**src/rtl/regfile_wb_arbiter.sv**
```systemverilog
// Two-requester writeback arbiter for the RegisterFile write port, plus a
// 32-entry pending-write scoreboard answering hazard queries for two sources.
module regfile_wb_arbiter #(
    parameter int DATA_W = 32
) (
    input  logic              clk,
    input  logic              rst,

    input  logic              alloc_valid,
    input  logic [4:0]        alloc_rd,

    input  logic              wb0_valid,
    input  logic [4:0]        wb0_rd,
    input  logic [DATA_W-1:0] wb0_wd,
    output logic              wb0_ready,

    input  logic              wb1_valid,
    input  logic [4:0]        wb1_rd,
    input  logic [DATA_W-1:0] wb1_wd,
    output logic              wb1_ready,

    output logic              rf_we,
    output logic [4:0]        rf_rd,
    output logic [DATA_W-1:0] rf_wd,

    input  logic [4:0]        qry_rs1,
    input  logic [4:0]        qry_rs2,
    output logic              rs1_busy,
    output logic              rs2_busy,
    output logic [5:0]        pending_cnt
);

    // r_ptr == 0 favours requester 0 when both are valid
    logic              r_ptr;
    logic [31:0]       r_busy;
    logic              r_rf_we;
    logic [4:0]        r_rf_rd;
    logic [DATA_W-1:0] r_rf_wd;

    logic              w_gnt0;
    logic              w_gnt1;
    logic              w_xfer;
    logic [4:0]        w_rd;
    logic [DATA_W-1:0] w_wd;
    logic [31:0]       w_set;
    logic [31:0]       w_clr;
    logic [31:0]       w_busy_nxt;
    logic [5:0]        w_cnt;

    assign w_gnt0 = !rst && wb0_valid && (!wb1_valid || !r_ptr);
    assign w_gnt1 = !rst && wb1_valid && (!wb0_valid ||  r_ptr);
    assign w_xfer = w_gnt0 || w_gnt1;
    assign w_rd   = w_gnt1 ? wb1_rd : wb0_rd;
    assign w_wd   = w_gnt1 ? wb1_wd : wb0_wd;

    assign wb0_ready = w_gnt0;
    assign wb1_ready = w_gnt1;

    always_comb begin
        w_set = '0;
        w_clr = '0;
        if (alloc_valid)
            w_set[alloc_rd] = 1'b1;
        if (w_xfer)
            w_clr[w_rd] = 1'b1;
        // set after clear so a new producer on the same index wins; x0 never busy
        w_busy_nxt = ((r_busy & ~w_clr) | w_set) & ~32'd1;
    end

    always_comb begin
        w_cnt = '0;
        for (int i = 0; i < 32; i++)
            w_cnt = w_cnt + 6'(r_busy[i]);
    end

    always_ff @(posedge clk) begin
        if (rst) begin
            r_ptr   <= 1'b0;
            r_busy  <= '0;
            r_rf_we <= 1'b0;
            r_rf_rd <= '0;
            r_rf_wd <= '0;
        end else begin
            if (w_xfer)
                r_ptr <= w_gnt0;
            r_busy  <= w_busy_nxt;
            r_rf_we <= w_xfer && (w_rd != 5'd0);
            if (w_xfer && (w_rd != 5'd0)) begin
                r_rf_rd <= w_rd;
                r_rf_wd <= w_wd;
            end
        end
    end

    assign rf_we       = r_rf_we;
    assign rf_rd       = r_rf_rd;
    assign rf_wd       = r_rf_wd;
    assign rs1_busy    = r_busy[qry_rs1];
    assign rs2_busy    = r_busy[qry_rs2];
    assign pending_cnt = w_cnt;

endmodule
```
**config.mk**
```make
export PLATFORM = sky130hd
export DESIGN_NAME = regfile_wb_arbiter
export DESIGN_NICKNAME = d
export VERILOG_FILES = /design/src/rtl/regfile_wb_arbiter.sv
export SDC_FILE = /design/constraint.sdc
export NUM_CORES = 1
export LEC_CHECK = 0
export ABC_AREA = 1
export CAP_MARGIN = 10
export CORE_UTILIZATION = 53
export DETAILED_ROUTE_END_ITERATION = 10
export PLACE_DENSITY = 0.88
export SYNTH_ARGS = -nofsm -noshare
export SYNTH_HDL_FRONTEND = slang
export SYNTH_SLANG_ARGS = --single-unit
```
**constraint.sdc**
```tcl
create_clock -name clk -period 8.8 [get_ports clk]
set_clock_uncertainty 0.1 [all_clocks]
set_input_delay 1.76 -clock clk [delete_from_list [all_inputs] [get_ports clk]]
set_output_delay 1.76 -clock clk [all_outputs]
set_load 0.03 [all_outputs]
```
==> flow_summary.ini, run 1 <==
[hold_path]
hold_path_class = register to register
holdPathStages = 2
holdPathEnd = r_busy[4]
hold_start = r_busy[4]

[synthesis]
synth_warnings = 0
netlist_area_sq_um = 4960
syn_area_per_cell_sq_um = 6.39
synth_top_flop_cell = dfxtp_1
syn_inst = 776
yosysSeqAreaShare_pct = 28.3
syn-num-nets = 900
synth_edf_count = 0
ys_types = 31
synth_seq_cells = 70
async_flop_share_pct = 0

[critical_path]
crit_path_end_kind = output pin
cpPeakStageDelay_ns = 0.60
critPathSlowestCell = clkdlybuf4s50_1
crit_start = r_busy[1]
crit_top_cell = fa_1
critPathLaunchType = register
cp_data_arrival_time_ns = 5.71
r2r_end = r_busy[2]
crit_chain = inv_1, fa_1, inv_1, fa_1, fa_1, fa_1, fa_1, inv_1, fa_1, inv_1, ha_1, nand2_1, nor2_1, a211oi_1, nor2_1, o21a_1, clkdlybuf4s50_1
r2r_slack_ns = 6.08
crit_type = register to output pin
r2r_cells = 11
crit_fanout = 4
cp.required_ns = 6.94
r2r_start = r_ptr

[timing]
maxSlewHeadroom_pct = 32.9
min_period_ns = 7.57
clock.fmax_mhz = 132
hold_viol = 0
fin_crit_sh_pct = 86.0
finalSetupViolCount = 0
tns_ns = 0
tightest_slew_ns = 0.999
drv_slew = 0
rsz0062_at_grt = false
setup_slack_ns = 1.23

[global_route]
grt_max_degree = 41
grt.overflow.total = 0
grt_pass1_wl_microns = 25200
antenna_found_initial = 0
grt_pass1_vias = 5158
grt.total_usage_pct = 33.0

[flow_run]
drv_cap = 0

[floorplan]
initial_core_util_pct = 55.8
rows = 34
io_pins = 142
dieArea_sq_um = 9740
core-area_sq_um = 8890
die_y_microns = 98.7
die_w_microns = 98.7

[clock_network]
clk_latency_ns = 0.35
clock-root-buffer = clkbuf_8
htree_levels = 3
cts.hold.buffers_added = 0
post_cts_resized = 0
cts.sinks = 70
post-cts-setup-buffer-count = 0
clockBufferDepth = 2
cts_tree = built
cts.reportedPaths.clkPinSlew_ns = 0.07
cts_buffers = 9

[detailed_routing]
drt_iter0_drc = 266
wl_per_cell_microns = 15.0
routed_wl_microns = 15200
dr.pass1.iters = 5
vias = 5310
drc_errors = 0
avgViaCountPerCell = 5.25
detail-route-antenna-nets = 0

[cells_and_area]
diodes = 0
final_common_cell = nand2_1
syn2layout_area_growth_pct = 31.6
fin_util_pct = 73.4
drive_above_1_share_pct = 7.42
nets = 1022
final_cell_mix = 285 x nand2_1, 141 x clkdlybuf4s50_1, 96 x inv_1

[run_status]
outcome = completed

[place]
gp_congestion = 0.947
portBuffers = 141
pre_cts_ws_ns = 1.59
hpwlAfterDp_microns = 12000

[power_and_ir_drop]
leakagePower_nw = 2.97
max-vdd-ir-drop_mv = 0.0747
power.density_nw_per_um2 = 128
-- worst max-delay path: cells and delay by family (launching register included) --
family	cells	cell delay [ns]
compound gates	2	0.54
simple gates	3	0.23
flops	1	0.38
buf+inv	5	0.86
fa+ha+maj	7	3.38
-- registers in the layout, indices dropped and copies added (netlist names) --
| register | count |
|---|---|
| rf_wd | 32 |
| r_busy | 31 |
| rf_rd | 5 |
| r_ptr | 1 |
| rf_we | 1 |
-- cell usage after synthesis, types with 4 or more instances --
library cell | instances | area share (%)
inv_2 | 4 | 0.30
inv_1 | 96 | 7.3
nand3_1 | 65 | 6.6
ha_1 | 7 | 1.8
o21ai_0 | 13 | 1.3
buf_2 | 6 | 0.61
nor2_2 | 29 | 3.7
nor3_1 | 11 | 1.1
clkbuf_1 | 18 | 1.4
fa_1 | 23 | 9.3
nand2_1 | 285 | 22
nor2_1 | 57 | 4.3
o211ai_1 | 8 | 1.2
nor2_4 | 4 | 0.91
buf_6 | 7 | 1.6
a21oi_1 | 48 | 4.8
nand2_2 | 6 | 0.76
dfxtp_1 | 70 | 28
-- layer usage --
metal	vias up	track usage, %	wire length (microns)
met5	-	0	0
met4	0	12.5	473
met2	223	57.4	7380
li1	2623	-	-
met1	2418	39.1	6050
met3	46	8.72	1280
-- worst max-delay path by stage --
stage	to	slack, ns	cells past startpoint
CTS	pending_cnt[3]	1.22	16
floorplan	pending_cnt[4]	2.18	15
global placement	pending_cnt[4]	1.74	16
global route	pending_cnt[3]	0.98	16
finish	pending_cnt[5]	1.23	17
detailed placement	pending_cnt[3]	1.59	16
-- area by class of cell --
cell class	instances	area, sq um
inverters	102	385
well taps	108	135
multi-input cells	572	2990
fillers	737	2370
clock buffers	10	138
flip-flops and latches	70	1400
repair buffers	143	1430
clock inverters	6	45.0
-- power by group --
part / leakage, nW / switching [mW] / total [mW] / internal [mW]
combinational: 2.31 / 0.142 / 0.250 / 0.108
sequential: 0.573 / 0.0124 / 0.345 / 0.333
clock: 0.0849 / 0.132 / 0.243 / 0.111
total: 2.97 / 0.286 / 0.838 / 0.552
-- logic make-up after synthesis --
group / count (synthesis) / share of synthesized area (%)
buffers and inverters: 134 / 11.4
XOR/XNOR: 3 / 0.530
AND/OR/NAND/NOR: 463 / 39.9
flip-flops: 70 / 28.3
AO/OA/AOI/OAI: 76 / 8.83
adder cells (fa/ha/maj): 30 / 11.1
-- per-stage QoR --
step / hold slack (ns) / total power, mW / instances / instance area, sq um
after floorplan: 0.339 / 0.497 / 776 / 4960
after global routing: 0.392 / 0.878 / 1011 / 6530
after global placement: 0.348 / 0.596 / 995 / 6340
final: 0.367 / 0.838 / 1011 / 6530
after CTS: 0.366 / 0.838 / 1011 / 6530
after detailed placement: 0.354 / 0.600 / 995 / 6340
Power figures use the tool's default switching activity.
==> inputs of run 2 (changes only) <==
--- a/config.mk
+++ b/config.mk
@@ -9,7 +9,7 @@
 export CAP_MARGIN = 10
 export CORE_UTILIZATION = 53
 export DETAILED_ROUTE_END_ITERATION = 10
-export PLACE_DENSITY = 0.88
+export PLACE_DENSITY = 0.89
 export SYNTH_ARGS = -nofsm -noshare
 export SYNTH_HDL_FRONTEND = slang
 export SYNTH_SLANG_ARGS = --single-unit
==> run 2 against run 1 <==
  * Cell count unchanged
  * Critical path depth down 1
  * Wire length up 2.9%
  * Largest cell class unchanged
  * Largest power group unchanged
  * Highest routed layer unchanged
==> flow_summary.ini, run 2 (synthesized netlist as in run 1, its figures left out) <==
[timing]
tightest_slew_ns = 1.01
clock.fmax_mhz = 131
rsz0062_at_grt = false
drv_slew = 0
finalSetupViolCount = 0
fin_crit_sh_pct = 86.9
hold_viol = 0
maxSlewHeadroom_pct = 32.1
min_period_ns = 7.64
tns_ns = 0

[detailed_routing]
avgViaCountPerCell = 5.32
drt_iter0_drc = 286
drc_errors = 0
detail-route-antenna-nets = 0
dr.pass1.iters = 5
wl_per_cell_microns = 15.5
routed_wl_microns = 15600
vias = 5375

[floorplan]
initial_core_util_pct = 55.8
rows = 34
dieArea_sq_um = 9740
core-area_sq_um = 8890
io_pins = 142
die_y_microns = 98.7
die_w_microns = 98.7

[clock_network]
post_cts_resized = 0
cts.sinks = 70
cts.hold.buffers_added = 0
cts_buffers = 9
clock-root-buffer = clkbuf_8
clk_latency_ns = 0.34
htree_levels = 3
clockBufferDepth = 2
post-cts-setup-buffer-count = 0
cts.reportedPaths.clkPinSlew_ns = 0.08
cts_tree = built

[global_route]
grt.overflow.total = 0
grt.total_usage_pct = 33.2
grt_pass1_wl_microns = 25300
grt_pass1_vias = 5342
antenna_found_initial = 0
grt_max_degree = 41

[cells_and_area]
final_cell_mix = 285 x nand2_1, 141 x clkdlybuf4s50_1, 96 x inv_1
syn2layout_area_growth_pct = 32.1
fin_util_pct = 73.7
nets = 1022
diodes = 0
drive_above_1_share_pct = 7.42
final_common_cell = nand2_1
largest_reg_flops = 32

[power_and_ir_drop]
power.density_nw_per_um2 = 133
leakagePower_nw = 2.99
max-vdd-ir-drop_mv = 0.0920

[place]
portBuffers = 141
gp_congestion = 1.03
hpwlAfterDp_microns = 12300

[hold_path]
hold_path_class = register to register
holdPathStages = 2
holdPathEnd = r_busy[12]
hold_start = r_busy[12]

[critical_path]
r2r_cells = 11
crit_path_end_kind = output pin
r2r_start = r_ptr
crit_fanout = 4
r2r_end = r_busy[2]
crit_type = register to output pin
critPathLaunchType = register
cp_data_arrival_time_ns = 5.78
cp.required_ns = 6.94
r2r_slack_ns = 6.01

[run_status]
outcome = completed

[flow_run]
drv_cap = 0
-- run 2: cell types whose count changed in the layout (fill, tap and decap cells not counted), sizes merged --
cell	delta
clkinvlp	-2
inv	+1
bufinv	+1
-- run 2: layout make-up --
cell class | count | area [sq um]
clock buffer | 10 | 138
clock inverter | 6 | 68.8
fill | 720 | 2340
inverter | 102 | 385
multi-input combinational | 572 | 2990
sequential | 70 | 1400
tap | 108 | 135
timing repair buffer | 143 | 1430
-- run 2: routing by layer --
layer | GRT usage, % | share of wire, %
met1 | 38.2 | 40
met3 | 7.87 | 8.2
met5 | 0 | 0
met2 | 59.4 | 49
met4 | 13.1 | 3.3
-- run 2: worst max-delay path by stage --
stage,start,end,depth (start not counted)
floorplan,r_busy[1],pending_cnt[4],15
global placement,r_busy[1],pending_cnt[4],16
detailed placement,r_busy[1],pending_cnt[3],16
CTS,r_busy[1],pending_cnt[3],16
global route,r_busy[1],pending_cnt[3],16
finish,r_busy[1],pending_cnt[3],16
-- run 2: where the power goes --
part	leakage (nW)	total (mW)	switching, mW	internal, mW
Clock	0.103	0.274	0.133	0.141
Sequential	0.573	0.346	0.0128	0.333
Combinational	2.31	0.250	0.142	0.108
Total	2.99	0.870	0.288	0.582
-- run 2: worst max-delay path, stage by stage (launching register included) --
cell and delay (ns):
dfxtp_1 0.38, inv_1 0.08, fa_1 0.55, inv_1 0.06
fa_1 0.41, fa_1 0.51, fa_1 0.52, fa_1 0.55
inv_1 0.06, fa_1 0.59, inv_1 0.06, ha_1 0.28
nand2_1 0.07, nor2_1 0.05, a211oi_1 0.36, xor2_1 0.24
clkdlybuf4s50_1 0.70
-- run 2: metrics by stage --
step	hold slack, ns	power [mW]	worst slack, ns	std cells	area [sq um]
6_report	0.364	0.870	1.16	1011	6550
5_1_grt	0.394	0.910	0.902	1011	6550
4_1_cts	0.367	0.867	1.15	1011	6550
3_5_place_dp	0.356	0.600	1.52	995	6340
3_3_place_gp	0.351	0.596	1.75	995	6340
2_1_floorplan	0.339	0.497	2.18	776	4960
